<file path="config.mk">
export PLATFORM = sky130hd
export DESIGN_NAME = seq_gen_arbiter
export DESIGN_NICKNAME = d
export VERILOG_FILES = /design/src/rtl/seq_gen_arbiter.sv
export SDC_FILE = /design/constraint.sdc
export NUM_CORES = 1
export LEC_CHECK = 0
export BUFFER_PORTS_ARGS = -buffer_cell sky130_fd_sc_hd__buf_4
export CAP_MARGIN = 40
export CORE_MARGIN = 4
export CORE_UTILIZATION = 49
export CTS_BUF_LIST = sky130_fd_sc_hd__clkbuf_16
export CTS_CLUSTER_SIZE = 14
export DETAILED_ROUTE_END_ITERATION = 12
export PLACE_DENSITY = 0.75
export SYNTH_ARGS = -nofsm -noshare
export SYNTH_HDL_FRONTEND = slang
export SYNTH_SLANG_ARGS = --single-unit
</file>
<file path="constraint.sdc">
create_clock -name clk -period 2.54 [get_ports clk]
set_clock_uncertainty 0.2 [all_clocks]
set_input_delay 0.508 -clock clk [delete_from_list [all_inputs] [get_ports clk]]
set_output_delay 0.508 -clock clk [all_outputs]
set_load 0.005 [all_outputs]
</file>
<file path="src/rtl/seq_gen_arbiter.sv">
// Round-robin arbiter that grants one requester at a time and plays the fixed
// code sequence 0,2,5,3,4 on seq_out for the granted requester, pulsing done at the end of each pass.
module seq_gen_arbiter #(
    parameter int NREQ = 4,
    parameter int SW   = 4
) (
    input  logic            clk,
    input  logic            rst,
    input  logic [NREQ-1:0] req,
    input  logic            hold,
    output logic [NREQ-1:0] gnt,
    output logic [SW-1:0]   seq_out,
    output logic            seq_valid,
    output logic            done,
    output logic            busy
);

    localparam int            IW        = (NREQ > 1) ? $clog2(NREQ) : 1;
    localparam logic [SW-1:0] LAST_CODE = SW'(4);

    typedef enum logic {
        IDLE = 1'b0,
        RUN  = 1'b1
    } state_t;

    state_t        state;
    logic [IW-1:0] last_gnt;
    logic [IW-1:0] winner;
    logic          any_req;
    logic          owner_req;
    logic          at_last;

    function automatic logic [SW-1:0] next_code(input logic [SW-1:0] c);
        logic [2:0] n;
        case (c)
            SW'(0):  n = 3'd2;
            SW'(2):  n = 3'd5;
            SW'(5):  n = 3'd3;
            SW'(3):  n = 3'd4;
            default: n = 3'd0;
        endcase
        return SW'(n);
    endfunction

    // Scanning from the farthest candidate down lets the nearest requester after
    // last win, which also makes the just-served requester the lowest priority.
    function automatic logic [IW-1:0] rr_pick(input logic [NREQ-1:0] r,
                                              input logic [IW-1:0]   last);
        logic [IW:0]   cand;
        logic [IW-1:0] win;
        win = last;
        for (int i = NREQ; i >= 1; i--) begin
            cand = {1'b0, last} + (IW+1)'(i);
            if (cand >= (IW+1)'(NREQ))
                cand = cand - (IW+1)'(NREQ);
            if (r[cand[IW-1:0]])
                win = cand[IW-1:0];
        end
        return win;
    endfunction

    assign any_req   = |req;
    assign owner_req = |(req & gnt);
    assign at_last   = (seq_out == LAST_CODE);
    assign winner    = rr_pick(req, last_gnt);
    assign busy      = (state == RUN);
    assign done      = ~rst & busy & at_last & ~hold;

    always_ff @(posedge clk or posedge rst) begin
        if (rst) begin
            state     <= IDLE;
            gnt       <= '0;
            seq_out   <= '0;
            seq_valid <= 1'b0;
            last_gnt  <= IW'(NREQ - 1);
        end else begin
            case (state)
                IDLE: begin
                    if (any_req) begin
                        state     <= RUN;
                        gnt       <= NREQ'(1) << winner;
                        seq_out   <= '0;
                        seq_valid <= 1'b1;
                        last_gnt  <= winner;
                    end
                end
                RUN: begin
                    // Abandon wins over hold; a drop on the final code still completes the pass.
                    if (!owner_req && !at_last) begin
                        state     <= IDLE;
                        gnt       <= '0;
                        seq_out   <= '0;
                        seq_valid <= 1'b0;
                    end else if (hold) begin
                        state <= RUN;
                    end else if (at_last) begin
                        if (any_req) begin
                            gnt       <= NREQ'(1) << winner;
                            seq_out   <= '0;
                            seq_valid <= 1'b1;
                            last_gnt  <= winner;
                        end else begin
                            state     <= IDLE;
                            gnt       <= '0;
                            seq_out   <= '0;
                            seq_valid <= 1'b0;
                        end
                    end else begin
                        seq_out <= next_code(seq_out);
                    end
                end
                default: begin
                    state     <= IDLE;
                    gnt       <= '0;
                    seq_out   <= '0;
                    seq_valid <= 1'b0;
                end
            endcase
        end
    end

endmodule

</file>
# ---- Yosys cells after proc, flatten, opt, wreduce, memory -nomap -nowiden
# Cells that the tools add are included.
dict set report totals {
  output_inout_bits 11
  input_bits 7
  register_bits 12
  elab_cells 91
}
dict set report classes {
  reduce_logical 9
  n_mux 43
  n_shift 1
  order_cmp 8
  n_bitwise 7
  n_eq_ne 10
  add_sub_neg 8
}
# operator n
set op_table {}
lappend op_table {{4-bit 2-to-1 mux} 8}
lappend op_table {{2-bit 2-to-1 mux} 12}
lappend op_table {{4-bit case mux with 2 select lines} 2}
lappend op_table {{3-bit >= comparator, second input constant} 4}
lappend op_table {{2-bit by 3-bit less-than comparator with 1-bit output, second input constant} 4}
lappend op_table {{1-bit 2-to-1 mux} 12}
lappend op_table {{3-bit case mux with 4 select lines} 1}
lappend op_table {{1-bit binary-select mux with 2-bit select} 4}
lappend op_table {{4-bit by 2-bit == test with 1-bit output, second input constant} 2}
lappend op_table {{4-bit by 3-bit == test with 1-bit output, second input constant} 2}
lappend op_table {{4-bit OR reduction} 2}
lappend op_table {{2-bit by 1-bit subtractor with 2-bit output, second input constant} 4}
lappend op_table {{2-bit by 2-bit adder with 3-bit output, second input constant} 2}
lappend op_table {{2-bit != test, second input constant} 3}
lappend op_table {{3-bit AND reduction} 2}
lappend op_table {{4-bit bitwise AND} 1}
lappend op_table {{4-bit zero test} 1}
lappend op_table {{1-bit case mux with 2 select lines} 2}
lappend op_table {{2-bit case mux with 2 select lines} 1}
lappend op_table {{1-bit by 2-bit left shift with 4-bit output, first input constant} 1}
lappend op_table {{2-bit by 1-bit adder with 3-bit output, second input constant} 1}
lappend op_table {{2-bit by 3-bit adder with 3-bit output, second input constant} 1}
lappend op_table {{1-bit bitwise AND} 3}
lappend op_table {{3-bit 2-to-1 mux} 1}
lappend op_table {{other kinds (7)} 10}

# ---- Logic depth before layout (Yosys ltp)
# Gate-level depths: netlist of the first run.
dict set report logic_depth {
  depth_word 15
  depth_mapped 5
  ltp_nobuf 4
}

# ---- Worst setup path after synthesis of the first run
# OpenSTA, ideal clock, no wires.
dict set report synth_path {
  kind {in2reg}
  start {input port hold}
  end {register gnt[0]}
  path_buffers 0
  setup_ns 0.121
  stages 4
  slack_ns 0.647
  arrival_time_ns 1.572
  t_required_ns 2.219
  cell_sequence {or4b_4 -> and2_4 -> a21o_1 -> a22o_1}
}
dict set report synth_via {
  elab_chain_cells 2
}
# element line
set synth_rtl {}
lappend synth_rtl {{from (decl)} 10} ;# input logic hold,
lappend synth_rtl {{3-bit by 2-bit != test with 1-bit output (no line)} -}
lappend synth_rtl {{3-bit AND reduction (no line)} -}
lappend synth_rtl {{to (signal assigned)} 81} ;# gnt <= NREQ'(1) << winner;
lappend synth_rtl {{to (signal assigned)} 98} ;# gnt <= NREQ'(1) << winner;
lappend synth_rtl {{to (decl)} 11} ;# output logic [NREQ-1:0] gnt,
# No other way between the ends.
# A chain may end at the register's enable or synchronous reset.

# ---- Worst setup path in the final report of the first run
dict set report layout_path {
  start {register seq_out[2]}
  end {output port done}
}
dict set report layout_via {
  elab_chain_cells 3
}
# element line
set layout_rtl {}
lappend layout_rtl {{from (decl)} 12} ;# output logic [SW-1:0] seq_out,
lappend layout_rtl {{from (signal assigned)} 109} ;# seq_out <= next_code(seq_out);
lappend layout_rtl {{4-bit by 3-bit == test with 1-bit output} 64} ;# assign at_last = (seq_out == LAST_CODE);
lappend layout_rtl {{1-bit bitwise AND (2 in series)} 67} ;# assign done = ~rst & busy & at_last & ~hold;
lappend layout_rtl {{to (decl)} 14} ;# output logic done,
# No other way between the ends.

==> results of run 1 <==
-- per-layer routing --
metal  up-vias  share of wire, %  global-route usage [%]
met1       277                48                   24.94
met3         2               6.2                   5.285
met2        22                45                   23.50
met4         0              0.67                   9.036
met5         -                 0                       0
li1        289                 -                       -
-- registers in the layout (all words and copies together) (netlist names) --
| register | cells |
|---|---|
| gnt | 4 |
| last_gnt | 2 |
| seq_out | 3 |
| seq_valid | 1 |
| busy | 1 |
-- power groups by stage --
stage          sequential, mW  combinational (mW)  clock (mW)
2_1_floorplan           0.308               0.286           0
3_5_place_dp            0.346               0.391           0
3_3_place_gp            0.342               0.385           0
4_1_cts                 0.345               0.395       0.287
6_report                0.347               0.395       0.282
5_1_grt                 0.361               0.438       0.295
-- worst max-delay path, cell delays in order (launching register included) --
cell,delay [ns]
dfrtp_1,0.46
or3b_1,0.41
nor3b_1,0.23
buf_4,0.15
-- final timing paths --
| check | cells after the start | end | slack [ns] | startpoint |
|---|---|---|---|---|
| worst min register to register | 1 | seq_valid | 0.29 | seq_valid |
| worst max register to register | 4 | gnt[0] | 0.59 | seq_out[0] |
| worst min-delay path | 2 | seq_out[2] | 0.08 | rst |
| max in group asynchronous | 2 | last_gnt[0] | 1.73 | rst |
| min in group clk | 1 | seq_valid | 0.29 | seq_valid |
| worst max-delay path | 3 | done | 0.34 | seq_out[2] |
-- layout make-up --
cell class	count	area share (%)
sequential	11	32.65
multi-input combinational	53	40.59
clock buffer	3	8.824
inverter	3	1.324
timing repair buffer	16	14.12
tap	14	2.059
clock inverter	1	0.4412
-- per-stage QoR --
stage                     util [%]  cell area, µm²
final                        71.73           850.8
after global routing         71.73           850.8
after CTS                    71.73           850.8
after detailed placement     65.08           772.0
after global placement       65.08           772.0
after floorplan                  -           653.1
-- synthesized netlist by cell type, types with 2 or more instances --
master     n  area, µm²
a21o_1     3      22.52
a21oi_1    3      15.01
a22oi_1    2      15.01
a31oi_1    4      25.02
buf_4      2      15.01
dfrtp_1    9      225.2
dfstp_2    2      52.55
inv_1      3      11.26
mux2i_1    2      20.02
nand2_1    6      22.52
nand2b_1   3      18.77
nand3_1    2      10.01
nor2_1     6      22.52
nor3_1     2      10.01
o2bb2ai_1  2      17.52
-- cell families after synthesis --
logic type      count (synthesis)  synth area share [%]
other cells                     1                0.5742
mux                             2                 3.065
buf+inv                         6                 4.596
simple gates                   29                 26.06
flops                          11                 42.53
xor+xnor                        1                 1.341
compound gates                 20                 21.84
==> impl_metrics.tcl, run 1 <==
set metrics [dict create \
    status "completed" \
    power_frac_comb_pct 38.6 \
    antenna_found_initial 0 \
    switchingPower_mw 0.3603 \
    grt_usage_pct 17.54 \
    cts_tree "done" \
    htree_levels 1 \
    leakage_nw 0.4037 \
    place_congestion 0.7950 \
    drtIter0Drc 29 \
    layout_setup_ws_ns 0.3372 \
    core_mm2 0.001186 \
    async_reset_ff_share_pct 100.0 \
    multiInputGateArea_um2 345.3 \
    route.detailed.drc 0 \
    synth.distinct_cells 34 \
    boundaryPins 18 \
    layout.cells.most_common "buf_4" \
    irDropWorstVdd_mv 0.6948 \
    cts_setup_buffers 0 \
    internal_power_mw 0.6633 \
    routedWlPerCell_um 14.77 \
    layout-drive-gt1-share_pct 31.03 \
    seqPwrFrac_pct 33.9 \
    syn_nets 77 \
    slew_viol_final 0 \
    synth_warnings 0 \
    fmax_mhz 454.0 \
    drt-pass1-iter-count 4 \
    pre_cts_ws_ns 0.4619 \
    seq_area_frac_synth_pct 42.53 \
    clk_latency_ns 0.24 \
    end_kind "primary output" \
    synth_area_um2 653.1 \
    nets 95 \
    hold_class "primary input to asynchronous set/reset pin" \
    fill_cells 95 \
    rows 12 \
    power_density_mw_per_mm2 1203 \
    die_y_um 44.51 \
    required_ns 1.83 \
    ant_nets 0 \
    cts.path.max_buffers 2 \
    start_util_pct 55.06 \
    most-common-layout-cells "buf_4, dfrtp_1, nand2_1, nor2_1" \
    drv_cap 0 \
    grt_max_degree 12 \
    p_sw_share_pct 35.20 \
    tns_ns 0 \
    vias_per_cell 5.842 \
    hold_viol_final 0 \
    grt_pass1_vias 555 \
    diodes 0 \
    rsz0062_at_grt "false" \
    period_share_pct 86.73 \
    maxSlewHeadroom_pct 58.40 \
    finalCriticalPeriod_ns 2.203 \
    arrival_ns 1.49 \
    clockRootBuffer "clkbuf_16" \
    setup_viol 0 \
    cts_hold_buf 0 \
    cts-buffers-inserted 3 \
    total_power_mw 1.024 \
    synth_edf_count 0 \
    synthFlopType "dfrtp_1" \
    stdcell_count 101 \
    die-area_mm2 0.001981 \
    vias 590 \
    globalRouteOverflowTotal 0 \
    hold_ws_ns 0.07626 \
    dp_cells 97 \
    path_class "register to primary output" \
    die_w_um 44.51 \
    ys_seq_elements 11 \
    register_area_um2 277.8 \
    grt_pass1_wl_mm 2.490 \
    cts_resized 0 \
    port_buffers 16 \
    syn_to_final_growth_pct 30.27 \
    syn_inst 70 \
    crit_path_start_kind "register" \
    routed_wl_mm 1.492 \
    worst_slew_pin_slew_ns 0.6202 \
    synth.avg_cell_area_um2 9.330 \
    path_max_fanout 7 \
    clk_pin_slew_ns 0.04 \
    power_frac_clock_pct 27.5 \
    clock-sinks 11 \
    dp_hpwl_mm 1.104 \
]
Power figures use the tool's default switching activity.
==> inputs of run 2 (changes only) <==
CORE_MARGIN = 2   (was 4)
==> run 2 against run 1 <==
  * Sequential power hardly changed
  * Count of clock-buffer cells in the layout stayed put
  * Non-clock buffer count stayed put
  * Largest cell class unchanged
  * First-iteration DRC count is 10% lower
  * Final cell count is 0.99% higher
  * Maximum frequency is 1.9% higher
  * Critical endpoint unchanged
  * Via count is 0.34% higher
  * Combinational power hardly changed
  * Core utilization is 4.6 points lower
  * Highest routed layer unchanged
  * Sequential share of layout area hardly changed
  * Cell area is 0.15% higher
  * Global-route usage is 4.9 points higher
==> impl_metrics.tcl, run 2 (synthesis results as in run 1) <==
set metrics [dict create \
    status "completed" \
    vias 592 \
    cts_hold_buf 0 \
    cts_resized 0 \
    clock-sinks 11 \
    arrival_ns 1.45 \
    dp_cells 98 \
    period_share_pct 85.11 \
    register_area_um2 277.8 \
    cts.path.max_buffers 2 \
    antenna_found_initial 0 \
    hold_ws_ns 0.07213 \
    port_buffers 16 \
    leakage_nw 0.4037 \
    drt-pass1-iter-count 4 \
    clk_pin_slew_ns 0.04 \
    crit_path_start_kind "register" \
    pre_cts_ws_ns 0.4648 \
    syn_to_final_growth_pct 30.46 \
    layout-drive-gt1-share_pct 31.03 \
    drv_cap 0 \
    irDropWorstVdd_mv 0.7717 \
    worst_slew_pin_slew_ns 0.6205 \
    cts_tree "done" \
    start_util_pct 51.48 \
    core_mm2 0.001269 \
    route.detailed.drc 0 \
    globalRouteOverflowTotal 0 \
    rows 13 \
    clk_latency_ns 0.24 \
    fin_util_pct 67.16 \
    cts_setup_buffers 0 \
    rsz0062_at_grt "false" \
    ant_nets 0 \
    grt_pass1_wl_mm 2.366 \
    path_max_fanout 7 \
    drtIter0Drc 26 \
    finalCriticalPeriod_ns 2.162 \
    clockRootBuffer "clkbuf_16" \
    grt_pass1_vias 532 \
    end_kind "primary output" \
    fill_cells 96 \
    path_class "register to primary output" \
    largest_register_ffs 4 \
    layout_setup_ws_ns 0.3782 \
    stdcell_count 102 \
    die_y_um 40.51 \
    die-area_mm2 0.001641 \
    place_congestion 0.7607 \
    reg.largest.list "gnt: 4 flops, seq_out: 3 flops, last_gnt: 2 flops" \
    most-common-layout-cells "buf_4, dfrtp_1, nand2_1, nor2_1" \
    dp_hpwl_mm 1.090 \
    largest_register "gnt" \
    slew_viol_final 0 \
    fmax_mhz 462.6 \
    layout.cells.most_common "buf_4" \
    setup_viol 0 \
    grt_max_degree 12 \
    diodes 0 \
    htree_levels 1 \
    multiInputGateArea_um2 345.3 \
    hold_viol_final 0 \
    cts-buffers-inserted 3 \
    required_ns 1.83 \
    vias_per_cell 5.804 \
    die_w_um 40.51 \
    maxSlewHeadroom_pct 58.38 \
    routedWlPerCell_um 14.54 \
    hold_class "primary input to asynchronous set/reset pin" \
    nets 95 \
    boundaryPins 18 \
    grt_usage_pct 22.48 \
    power_density_mw_per_mm2 1205 \
    tns_ns 0 \
    routed_wl_mm 1.483 \
]
run 2: cell counts in the layout (fill, tap and decap cells not counted):
Identical to the previous run, type by type.
run 2: layout make-up:
cell class	instances	area share, %
well taps	15	2.203
clock buffers	3	8.811
clock inverters	1	0.4405
inverters	3	1.322
flip-flops and latches	11	32.60
multi-input cells	53	40.53
repair buffers	16	14.10
run 2: critical path, stage by stage, from the launching register on:
cell	delay, ns
dfrtp_1	0.45
or3b_1	0.43
nor3b_1	0.20
buf_4	0.14
run 2: per-stage QoR:
stage,cell area (µm²),total power [mW]
2_1_floorplan,653.1,0.5943
3_3_place_gp,773.2,0.7259
3_5_place_dp,773.2,0.7412
4_1_cts,852.1,1.029
5_1_grt,852.1,1.099
6_report,852.1,1.027
run 2: final timing paths:
path | from | end | slack [ns] | cells after the start
max in group asynchronous | rst | last_gnt[1] | 1.74 | 2
worst max register to register | seq_out[0] | gnt[0] | 0.59 | 4
worst min-delay path | rst | seq_out[1] | 0.07 | 2
worst max-delay path | seq_out[0] | done | 0.38 | 3
worst min register to register | seq_valid | seq_valid | 0.29 | 1
min in group clk | seq_valid | seq_valid | 0.29 | 1
run 2: routing by layer:
layer	share of wire [%]	up-vias	track usage [%]	wire [µm]
li1	-	291	-	-
met1	46	280	31.08	675
met2	47	19	31.75	704
met3	5.9	2	6.667	88
met4	1.0	0	10.00	15
met5	0	-	0	0
run 2: where the power goes:
group	total (mW)	leakage, nW	switching [mW]	internal (mW)
clock network	0.283	0.0423	0.0768	0.207
registers	0.346	0.140	0.0880	0.258
logic	0.397	0.222	0.199	0.199
